**src/rtl/pc_sequencer_if.sv**
```systemverilog
// Control/status bundle between decode/execute and the program-counter unit.
// The controller side drives the requests; the sequencer side drives the PC views.
interface pc_sequencer_if #(
   parameter int unsigned WIDTH     = 32,
   parameter int unsigned IMM_BITS  = 16,
   parameter int unsigned JIDX_BITS = 26
);
   logic                 stall;
   logic                 branch_taken;
   logic                 jump;
   logic                 jump_reg;
   logic [IMM_BITS-1:0]  imm;
   logic [JIDX_BITS-1:0] jidx;
   logic [WIDTH-1:0]     rs_val;
   logic [WIDTH-1:0]     pc;
   logic [WIDTH-1:0]     pc_plus4;
   logic [WIDTH-1:0]     next_pc;
   logic                 redirect;
   logic                 in_delay_slot;
   logic                 misalign;

   modport master (
      output stall, branch_taken, jump, jump_reg, imm, jidx, rs_val,
      input  pc, pc_plus4, next_pc, redirect, in_delay_slot, misalign
   );

   modport slave (
      input  stall, branch_taken, jump, jump_reg, imm, jidx, rs_val,
      output pc, pc_plus4, next_pc, redirect, in_delay_slot, misalign
   );
endinterface

```
**src/rtl/pc_sequencer.sv**
```systemverilog
// Registered program counter with PC+4, branch/jump/jump-register target generation,
// fixed-priority transfer selection, stall hold and an optional branch delay slot.
module pc_sequencer #(
   parameter int unsigned     WIDTH        = 32,
   parameter int unsigned     IMM_BITS     = 16,
   parameter int unsigned     JIDX_BITS    = 26,
   parameter logic [WIDTH-1:0] RESET_VECTOR = '0,
   parameter bit              DELAY_SLOT   = 1'b0
) (
   input logic           clk,
   input logic           rst,
   pc_sequencer_if.slave bus
);

   typedef enum logic {StIdle, StDelay} state_e;

   state_e           state_q, state_d;
   logic [WIDTH-1:0] pc_q;
   logic [WIDTH-1:0] target_q, target_d;
   logic             redirect_q, redirect_d;
   logic             ds_q, ds_d;

   logic [WIDTH-1:0] pc_plus4;
   logic [WIDTH-1:0] imm_ext;
   logic [WIDTH-1:0] br_tgt;
   logic [WIDTH-1:0] j_tgt;
   logic [WIDTH-1:0] jr_tgt;
   logic [WIDTH-1:0] sel_tgt;
   logic [WIDTH-1:0] next_pc;
   logic             xfer;

   if (WIDTH < JIDX_BITS + 2) begin : g_bad_width
      $error("WIDTH must be at least JIDX_BITS+2");
   end
   if (IMM_BITS > WIDTH - 2) begin : g_bad_imm
      $error("IMM_BITS must not exceed WIDTH-2");
   end
   if (RESET_VECTOR[1:0] != 2'b00) begin : g_bad_rv
      $error("RESET_VECTOR must be word aligned");
   end

   assign pc_plus4 = pc_q + WIDTH'(4);
   assign imm_ext  = {{(WIDTH - IMM_BITS){bus.imm[IMM_BITS-1]}}, bus.imm};
   assign br_tgt   = pc_plus4 + (imm_ext << 2);
   assign jr_tgt   = {bus.rs_val[WIDTH-1:2], 2'b00};

   // Jump keeps the upper region bits of pc+4 unless the index fills the whole word.
   if (WIDTH == JIDX_BITS + 2) begin : g_jtgt_full
      assign j_tgt = {bus.jidx, 2'b00};
   end else begin : g_jtgt_region
      assign j_tgt = {pc_plus4[WIDTH-1:JIDX_BITS+2], bus.jidx, 2'b00};
   end

   // Fixed priority: jump_reg > jump > branch_taken > sequential.
   always_comb begin
      xfer    = 1'b1;
      sel_tgt = pc_plus4;
      if (bus.jump_reg) begin
         sel_tgt = jr_tgt;
      end else if (bus.jump) begin
         sel_tgt = j_tgt;
      end else if (bus.branch_taken) begin
         sel_tgt = br_tgt;
      end else begin
         xfer = 1'b0;
      end
   end

   // Next-state: immediate transfer, or defer through one delay-slot fetch.
   always_comb begin
      state_d    = state_q;
      target_d   = target_q;
      redirect_d = 1'b0;
      ds_d       = 1'b0;
      next_pc    = pc_plus4;
      if (!DELAY_SLOT) begin
         redirect_d = xfer;
         if (xfer) begin
            next_pc = sel_tgt;
         end
      end else begin
         unique case (state_q)
            StIdle: begin
               if (xfer) begin
                  target_d = sel_tgt;
                  ds_d     = 1'b1;
                  state_d  = StDelay;
               end
            end
            StDelay: begin
               // Requests arriving while the slot instruction is in flight are dropped.
               next_pc    = target_q;
               redirect_d = 1'b1;
               state_d    = StIdle;
            end
            default: state_d = StIdle;
         endcase
      end
   end

   // State register: reset wins over stall; stall freezes everything.
   always_ff @(posedge clk) begin
      if (rst) begin
         pc_q       <= RESET_VECTOR;
         state_q    <= StIdle;
         target_q   <= '0;
         redirect_q <= 1'b0;
         ds_q       <= 1'b0;
      end else if (!bus.stall) begin
         pc_q       <= next_pc;
         state_q    <= state_d;
         target_q   <= target_d;
         redirect_q <= redirect_d;
         ds_q       <= ds_d;
      end
   end

   assign bus.pc            = pc_q;
   assign bus.pc_plus4      = pc_plus4;
   assign bus.next_pc       = next_pc;
   assign bus.redirect      = redirect_q;
   assign bus.in_delay_slot = ds_q;
   assign bus.misalign      = bus.jump_reg & (bus.rs_val[1:0] != 2'b00);

endmodule

```
**src/flat_wrapper.sv**
```systemverilog
// flat-port wrapper written by rule: the top's interface ports become plain ports
module pc_sequencer_flat 
#(
   parameter int unsigned     WIDTH        = 32,
   parameter int unsigned     IMM_BITS     = 16,
   parameter int unsigned     JIDX_BITS    = 26,
   parameter logic [WIDTH-1:0] RESET_VECTOR = '0,
   parameter bit              DELAY_SLOT   = 1'b0
)
  (clk, rst, bus_stall, bus_branch_taken, bus_jump, bus_jump_reg, bus_imm, bus_jidx, bus_rs_val, bus_pc, bus_pc_plus4, bus_next_pc, bus_redirect, bus_in_delay_slot, bus_misalign);
  pc_sequencer_if #(.WIDTH(WIDTH), .IMM_BITS(IMM_BITS), .JIDX_BITS(JIDX_BITS)) bus_i ();
  input logic clk;
  input logic rst;
  input wire logic [$bits(bus_i.stall)-1:0] bus_stall;
  input wire logic [$bits(bus_i.branch_taken)-1:0] bus_branch_taken;
  input wire logic [$bits(bus_i.jump)-1:0] bus_jump;
  input wire logic [$bits(bus_i.jump_reg)-1:0] bus_jump_reg;
  input wire logic [$bits(bus_i.imm)-1:0] bus_imm;
  input wire logic [$bits(bus_i.jidx)-1:0] bus_jidx;
  input wire logic [$bits(bus_i.rs_val)-1:0] bus_rs_val;
  output wire logic [$bits(bus_i.pc)-1:0] bus_pc;
  output wire logic [$bits(bus_i.pc_plus4)-1:0] bus_pc_plus4;
  output wire logic [$bits(bus_i.next_pc)-1:0] bus_next_pc;
  output wire logic [$bits(bus_i.redirect)-1:0] bus_redirect;
  output wire logic [$bits(bus_i.in_delay_slot)-1:0] bus_in_delay_slot;
  output wire logic [$bits(bus_i.misalign)-1:0] bus_misalign;
  assign bus_i.stall = bus_stall;
  assign bus_i.branch_taken = bus_branch_taken;
  assign bus_i.jump = bus_jump;
  assign bus_i.jump_reg = bus_jump_reg;
  assign bus_i.imm = bus_imm;
  assign bus_i.jidx = bus_jidx;
  assign bus_i.rs_val = bus_rs_val;
  assign bus_pc = bus_i.pc;
  assign bus_pc_plus4 = bus_i.pc_plus4;
  assign bus_next_pc = bus_i.next_pc;
  assign bus_redirect = bus_i.redirect;
  assign bus_in_delay_slot = bus_i.in_delay_slot;
  assign bus_misalign = bus_i.misalign;
  pc_sequencer #(.WIDTH(WIDTH), .IMM_BITS(IMM_BITS), .JIDX_BITS(JIDX_BITS), .RESET_VECTOR(RESET_VECTOR), .DELAY_SLOT(DELAY_SLOT)) u_core (.clk(clk), .rst(rst), .bus(bus_i));
endmodule
```
**config.mk**
```make
export PLATFORM = sky130hd
export DESIGN_NAME = pc_sequencer_flat
export DESIGN_NICKNAME = d
export VERILOG_FILES = /design/src/rtl/pc_sequencer_if.sv /design/src/rtl/pc_sequencer.sv /design/src/flat_wrapper.sv
export SDC_FILE = /design/constraint.sdc
export NUM_CORES = 1
export LEC_CHECK = 0
export CAP_MARGIN = 25
export CORE_ASPECT_RATIO = 0.8
export CORE_UTILIZATION = 48
export CTS_BUF_LIST = sky130_fd_sc_hd__clkbuf_16
export CTS_CLUSTER_DIAMETER = 200
export DETAILED_ROUTE_END_ITERATION = 8
export HOLD_SLACK_MARGIN = 0.03
export PLACE_DENSITY = 0.88
export SLEW_MARGIN = 25
export SYNTH_ARGS = -nofsm -noshare
export SYNTH_HDL_FRONTEND = slang
export SYNTH_SLANG_ARGS = --single-unit
export TNS_END_PERCENT = 50
```
**constraint.sdc**
```tcl
create_clock -name clk -period 6.8 [get_ports clk]
set_input_delay 1.36 -clock clk [delete_from_list [all_inputs] [get_ports clk]]
set_output_delay 1.36 -clock clk [all_outputs]
set_load 0.02 [all_outputs]
```
; ---- Yosys cells after proc, flatten, opt, wreduce, memory -nomap -nowiden
; Cells that the tools add are included.
[word_totals]
reg_bits = 33
input_bits = 80
output_inout_bits = 99
word_cells = 13
[classes]
n_addsub = 2
n_mux = 7
bitwise = 1
n_reduce_logical = 1
[ops]
columns = op, count
row1 = $mux 32, 4
row2 = $add 32x3->32 const B, 1
row3 = $add 32x32->32, 1
row4 = $mux 1, 3
row5 = $reduce_bool 2->1, 1
row6 = $and 1x1->1, 1

; ---- Logic depth before layout (Yosys ltp)
[depth]
depth_word = 6
ltp_mapped = 16
mapped_depth_nobuf = 16

; ---- Worst setup path after synthesis
; Ideal clock, no wire load.
[synth_path]
path_type = reg-to-output
start = register u_core.pc_q[2], in the netlist u_core.bus.pc[2]
end = output bus_next_pc[29]
t_arrival_ns = 4.177
required_ns = 5.440
path_slack_ns = 1.263
path_stages_with_launch = 16
n_path_buf = 0
cell_sequence = dfxtp_1 ha_1 and4_1 nand4_1 nor2_1 nand3_1 xnor2_1 ha_1 a21o_1 a21o_1 a21oi_1 o21ai_0 a31oi_1 mux2i_1 a31oi_1 o31ai_1
[synth_via]
elab_chain_cells = 6
[synth_rtl]
columns = element, line_no
row1 = from (decl), pc_sequencer.sv:18  ; logic [WIDTH-1:0] pc_q;
row2 = from (signal assigned), pc_sequencer.sv:110  ; pc_q <= next_pc;
row3 = $add 32x3->32, pc_sequencer.sv:42  ; assign pc_plus4 = pc_q + WIDTH'(4);
row4 = named net bus_pc_plus4[22], flat_wrapper.sv:22  ; output wire logic [$bits(bus_i.pc_plus4)-1:0] bus_pc_plus4;
row5 = $add 32x32->32, pc_sequencer.sv:44  ; assign br_tgt = pc_plus4 + (imm_ext << 2);
row6 = $mux 32, pc_sequencer.sv:62  ; end else if (bus.branch_taken) begin
row7 = $mux 32, pc_sequencer.sv:60  ; end else if (bus.jump) begin
row8 = $mux 32, pc_sequencer.sv:58  ; if (bus.jump_reg) begin
row9 = $mux 32, pc_sequencer.sv:78  ; if (xfer) begin
row10 = to (decl), flat_wrapper.sv:23  ; output wire logic [$bits(bus_i.next_pc)-1:0] bus_next_pc;
; The timed path passes the listed nets, and every way through them passes these cells.

; ---- Worst setup path in the final report
[layout_path]
start = register u_core.pc_q[2], in the netlist u_core.bus.pc[2]
end = output bus_next_pc[29]
[layout_via]
elab_chain_cells = 6
[layout_rtl]
columns = element, line_no
row1 = $add 32x3->32 *, pc_sequencer.sv:42
row2 = $add 32x32->32, pc_sequencer.sv:44
row3 = $mux 32, pc_sequencer.sv:62
row4 = $mux 32, pc_sequencer.sv:60
row5 = $mux 32, pc_sequencer.sv:58
row6 = $mux 32 *, pc_sequencer.sv:78
; Every way passes the cells marked *; elsewhere a longest branch is shown, timed or not.

==> impl_metrics.tcl <==
set metrics [dict create \
    drt_pass1_iterations 5 \
    critPathMaxFanout 8 \
    timing.max_slew.rel_slack_pct 50.35 \
    cpPeakStageDelay_ps 690 \
    cp-end-kind "output pin" \
    core.rowCount 30 \
    start_util_pct 50.68 \
    area_inside_the_core_boundary_um2 8708 \
    tritoncts.num_buffers 5 \
    grt.total_usage_pct 37.37 \
    floorplan.die_area_um2 9583 \
    post-route-drc-count 0 \
    maxCapViolCount 0 \
    leakagePower_uw 0.002570 \
    drt_iter0_drc 584 \
    grt_pass1_wl_um 27260 \
    met3_length_um 2105 \
    mappedNetlistNets 734 \
    period_minus_slack_ps 6544 \
    ir_worst_vdd_mv 0.1299 \
    finalHoldViolCount 0 \
    grt.overflow.total 0 \
    cts.clk_slew.worst_paths_ps 50 \
    post_route_cells_drive_above_1_share_pct 4.487 \
    topRoutingLayerUsed "met4" \
    postSynthAreaPerCell_um2 7.152 \
    grt_pass1_vias 5065 \
    dr_wl_met2_um 7759 \
    cp_num_buf_inv 2 \
    postSynthCellCount 617 \
    layout.cells.most_common "clkdlybuf4s50_1" \
    vias 5553 \
    crit-reg2reg-launch "u_core.bus.pc[2]" \
    finish.net_count 896 \
    rsz0062_at_grt "no" \
    synth_warn 0 \
    worst_skew_pair.late_latency_ps 280 \
    place_hpwl_um 14310 \
    die-width_um 109.2 \
    placement.io_buffers 177 \
    minimum_setup_slack_among_reg_to_reg_paths_ps 2350 \
    routed_wire_length_per_instance_um 20.26 \
    detail-route-antenna-nets 0 \
    post_layout_nonfiller_instances 892 \
    area_growth_syn_to_layout_pct 44.54 \
    critPathRequiredTime_ps 5440 \
    outcome "completed" \
    worstPathCellList "ha_1 > and4_1 > nand4_1 > nor2_1 > nand3_1 > xnor2_1 > buf_4 > ha_1 > a21o_1 > a21o_1 > a21oi_2 > o21ai_0 > a31oi_1 > mux2i_1 > a31oi_1 > o31ai_1 > clkdlybuf4s50_1" \
    timing.critical_path.arrival_ps 5180 \
    power-per-cell-area_nw_per_um2 160.4 \
    timing.reg2reg.worst_path_depth 14 \
    io-pin-count 179 \
    die_h_um 87.76 \
    synth_async_sr_flop_share_pct 0 \
    timing.final.max_slew_violations 0 \
    critPathKind "register to output pin" \
    routed_via_density 6.225 \
    worst_pin_slew_ps 743.9 \
    dp_slack_ps 375.1 \
    worstSetupStartpoint "u_core.bus.pc[2]" \
    hold_path_class "register to register" \
    crit_path_start_kind "register" \
    dpl.cell_count 884 \
    min_period_over_period_pct 96.23 \
    clock_path_buffers 2 \
    layout.cells.most_common_list "clkdlybuf4s50_1 (177), nand2_1 (82), nor2_1 (58)" \
    worst_path_max_delay_cell "clkdlybuf4s50_1" \
    synth.ff_latch_count 33 \
    numClockSinks 33 \
    post_route_utilization_pct 73.25 \
    synth_enable_flop_cells 0 \
    synth_cell_types 68 \
    mappedNetlistArea_um2 4413 \
    post-route-worst-setup-slack_ps 256.1 \
    critical_path.top_delay_family "compound AO/OA/AOI/OAI gates" \
    postSynth.topFlopCell "dfxtp_1" \
    tritoncts "yes" \
    regToRegEndpoint "u_core.bus.pc[31]" \
    grt_antenna_before_repair 0 \
    h-tree-depth 2 \
    globalplace.congestion 1.005 \
    yosysSeqAreaShare_pct 14.97 \
    fin_skew_ps 3.416 \
    root_buffer_selected_by_cts "clkbuf_16" \
    critical_path_cell_count 17 \
    drt-total-wl_um 18070 \
    diodes 0 \
    critPathCapture "bus_next_pc[29]" \
    setup_tns_ps 0 \
    fmax_ghz 0.1528 \
    setup_viol 0 \
    cts_post_setup_buffers_inserted 0 \
    grt_max_degree 53 \
    route.layer.met1.wl_um 7869 \
]
## worst min path at each step
stage / cells after the start / slack (ps) / from / to
2_1_floorplan: 2 / 540 / u_core.bus.redirect / u_core.bus.redirect
4_1_cts: 2 / 510 / u_core.bus.redirect / u_core.bus.redirect
5_1_grt: 1 / 530 / u_core.bus.pc[1] / u_core.bus.pc[1]
3_3_place_gp: 2 / 460 / u_core.bus.redirect / u_core.bus.redirect
6_report: 2 / 510 / u_core.bus.redirect / u_core.bus.redirect
3_5_place_dp: 2 / 490 / u_core.bus.redirect / u_core.bus.redirect
## flip-flops by register name (all words and copies together), names as in the netlist
register             cells
u_core.bus.pc           32
u_core.bus.redirect      1
## cells in the mapped netlist (3+ instances only)
cell type | number | area share, %
xor2_1 | 16 | 3.2
and2_1 | 7 | 0.99
or2_2 | 3 | 0.43
a21o_1 | 15 | 2.6
ha_1 | 36 | 10
o21ai_0 | 33 | 3.7
xnor2_1 | 32 | 6.4
o211ai_1 | 11 | 1.9
o221ai_1 | 4 | 0.79
nand3b_1 | 6 | 1.0
o21bai_1 | 5 | 0.85
a211oi_1 | 9 | 1.5
and4_1 | 5 | 0.99
nand3_1 | 27 | 3.1
nor2_1 | 59 | 5.0
clkbuf_1 | 19 | 1.6
a31oi_1 | 7 | 0.99
o21a_1 | 14 | 2.4
buf_4 | 3 | 0.51
nand2_1 | 82 | 7.0
mux2i_1 | 13 | 2.9
o31ai_1 | 7 | 1.2
inv_1 | 22 | 1.9
dfxtp_1 | 33 | 15
and3_1 | 5 | 0.71
nor3_1 | 8 | 0.91
clkbuf_8 | 6 | 1.9
nand4_1 | 15 | 2.1
a221oi_1 | 3 | 0.60
or3_1 | 5 | 0.71
a21oi_1 | 50 | 5.7
buf_2 | 3 | 0.34
o22ai_1 | 9 | 1.3
## cells by family after synthesis
logic type	after synthesis	synth area share [%]
AO/OA/AOI/OAI	192	29.66
XOR/XNOR	48	9.526
adder cells (fa/ha/maj)	37	10.66
buffers and inverters	55	6.379
flip-flops	33	14.97
multiplexers	14	3.204
other	1	0.08498
AND/OR/NAND/NOR	237	25.52
## worst min-delay path, stage by stage (launching register included)
cell and delay, ps:
dfxtp_1 320, inv_1 50, a221oi_1 80
## stage by stage
| stage | hold WS [ps] | cell area (µm²) | total power (µW) |
|---|---|---|---|
| final | 510.7 | 6379 | 1023 |
| after global routing | 529.8 | 6379 | 1063 |
| after CTS | 511.7 | 6367 | 1006 |
| after detailed placement | 490.9 | 6205 | 756.0 |
| after global placement | 461.8 | 6205 | 749.7 |
| after floorplan | 540.8 | 4413 | 537.4 |
## power breakdown
part	internal [µW]	switching, µW
sequential	208	23.4
clock	170	81.6
combinational	239	302
## cell type report
class | instances | area [µm²]
clock buffers | 5 | 125.1
clock inverters | 3 | 37.54
fillers | 678 | 2330
inverters | 23 | 86.33
multi-input cells | 529 | 3482
flip-flops and latches | 33 | 660.6
well taps | 112 | 140.1
repair buffers | 187 | 1847
## per-layer routing
metal	vias up	GRT usage (%)
met3	34	6.622
met1	2572	55.20
met2	369	55.40
met5	-	0
met4	0	9.697
li1	2578	-
## repair_timing
action                                  4_1_cts  5_1_grt
endpoints found under the setup margin        0        2
hold buffers                                  0        0
gates resized for setup                       0        3
endpoints found under the hold margin         0        0
Power figures use the tool's default switching activity.
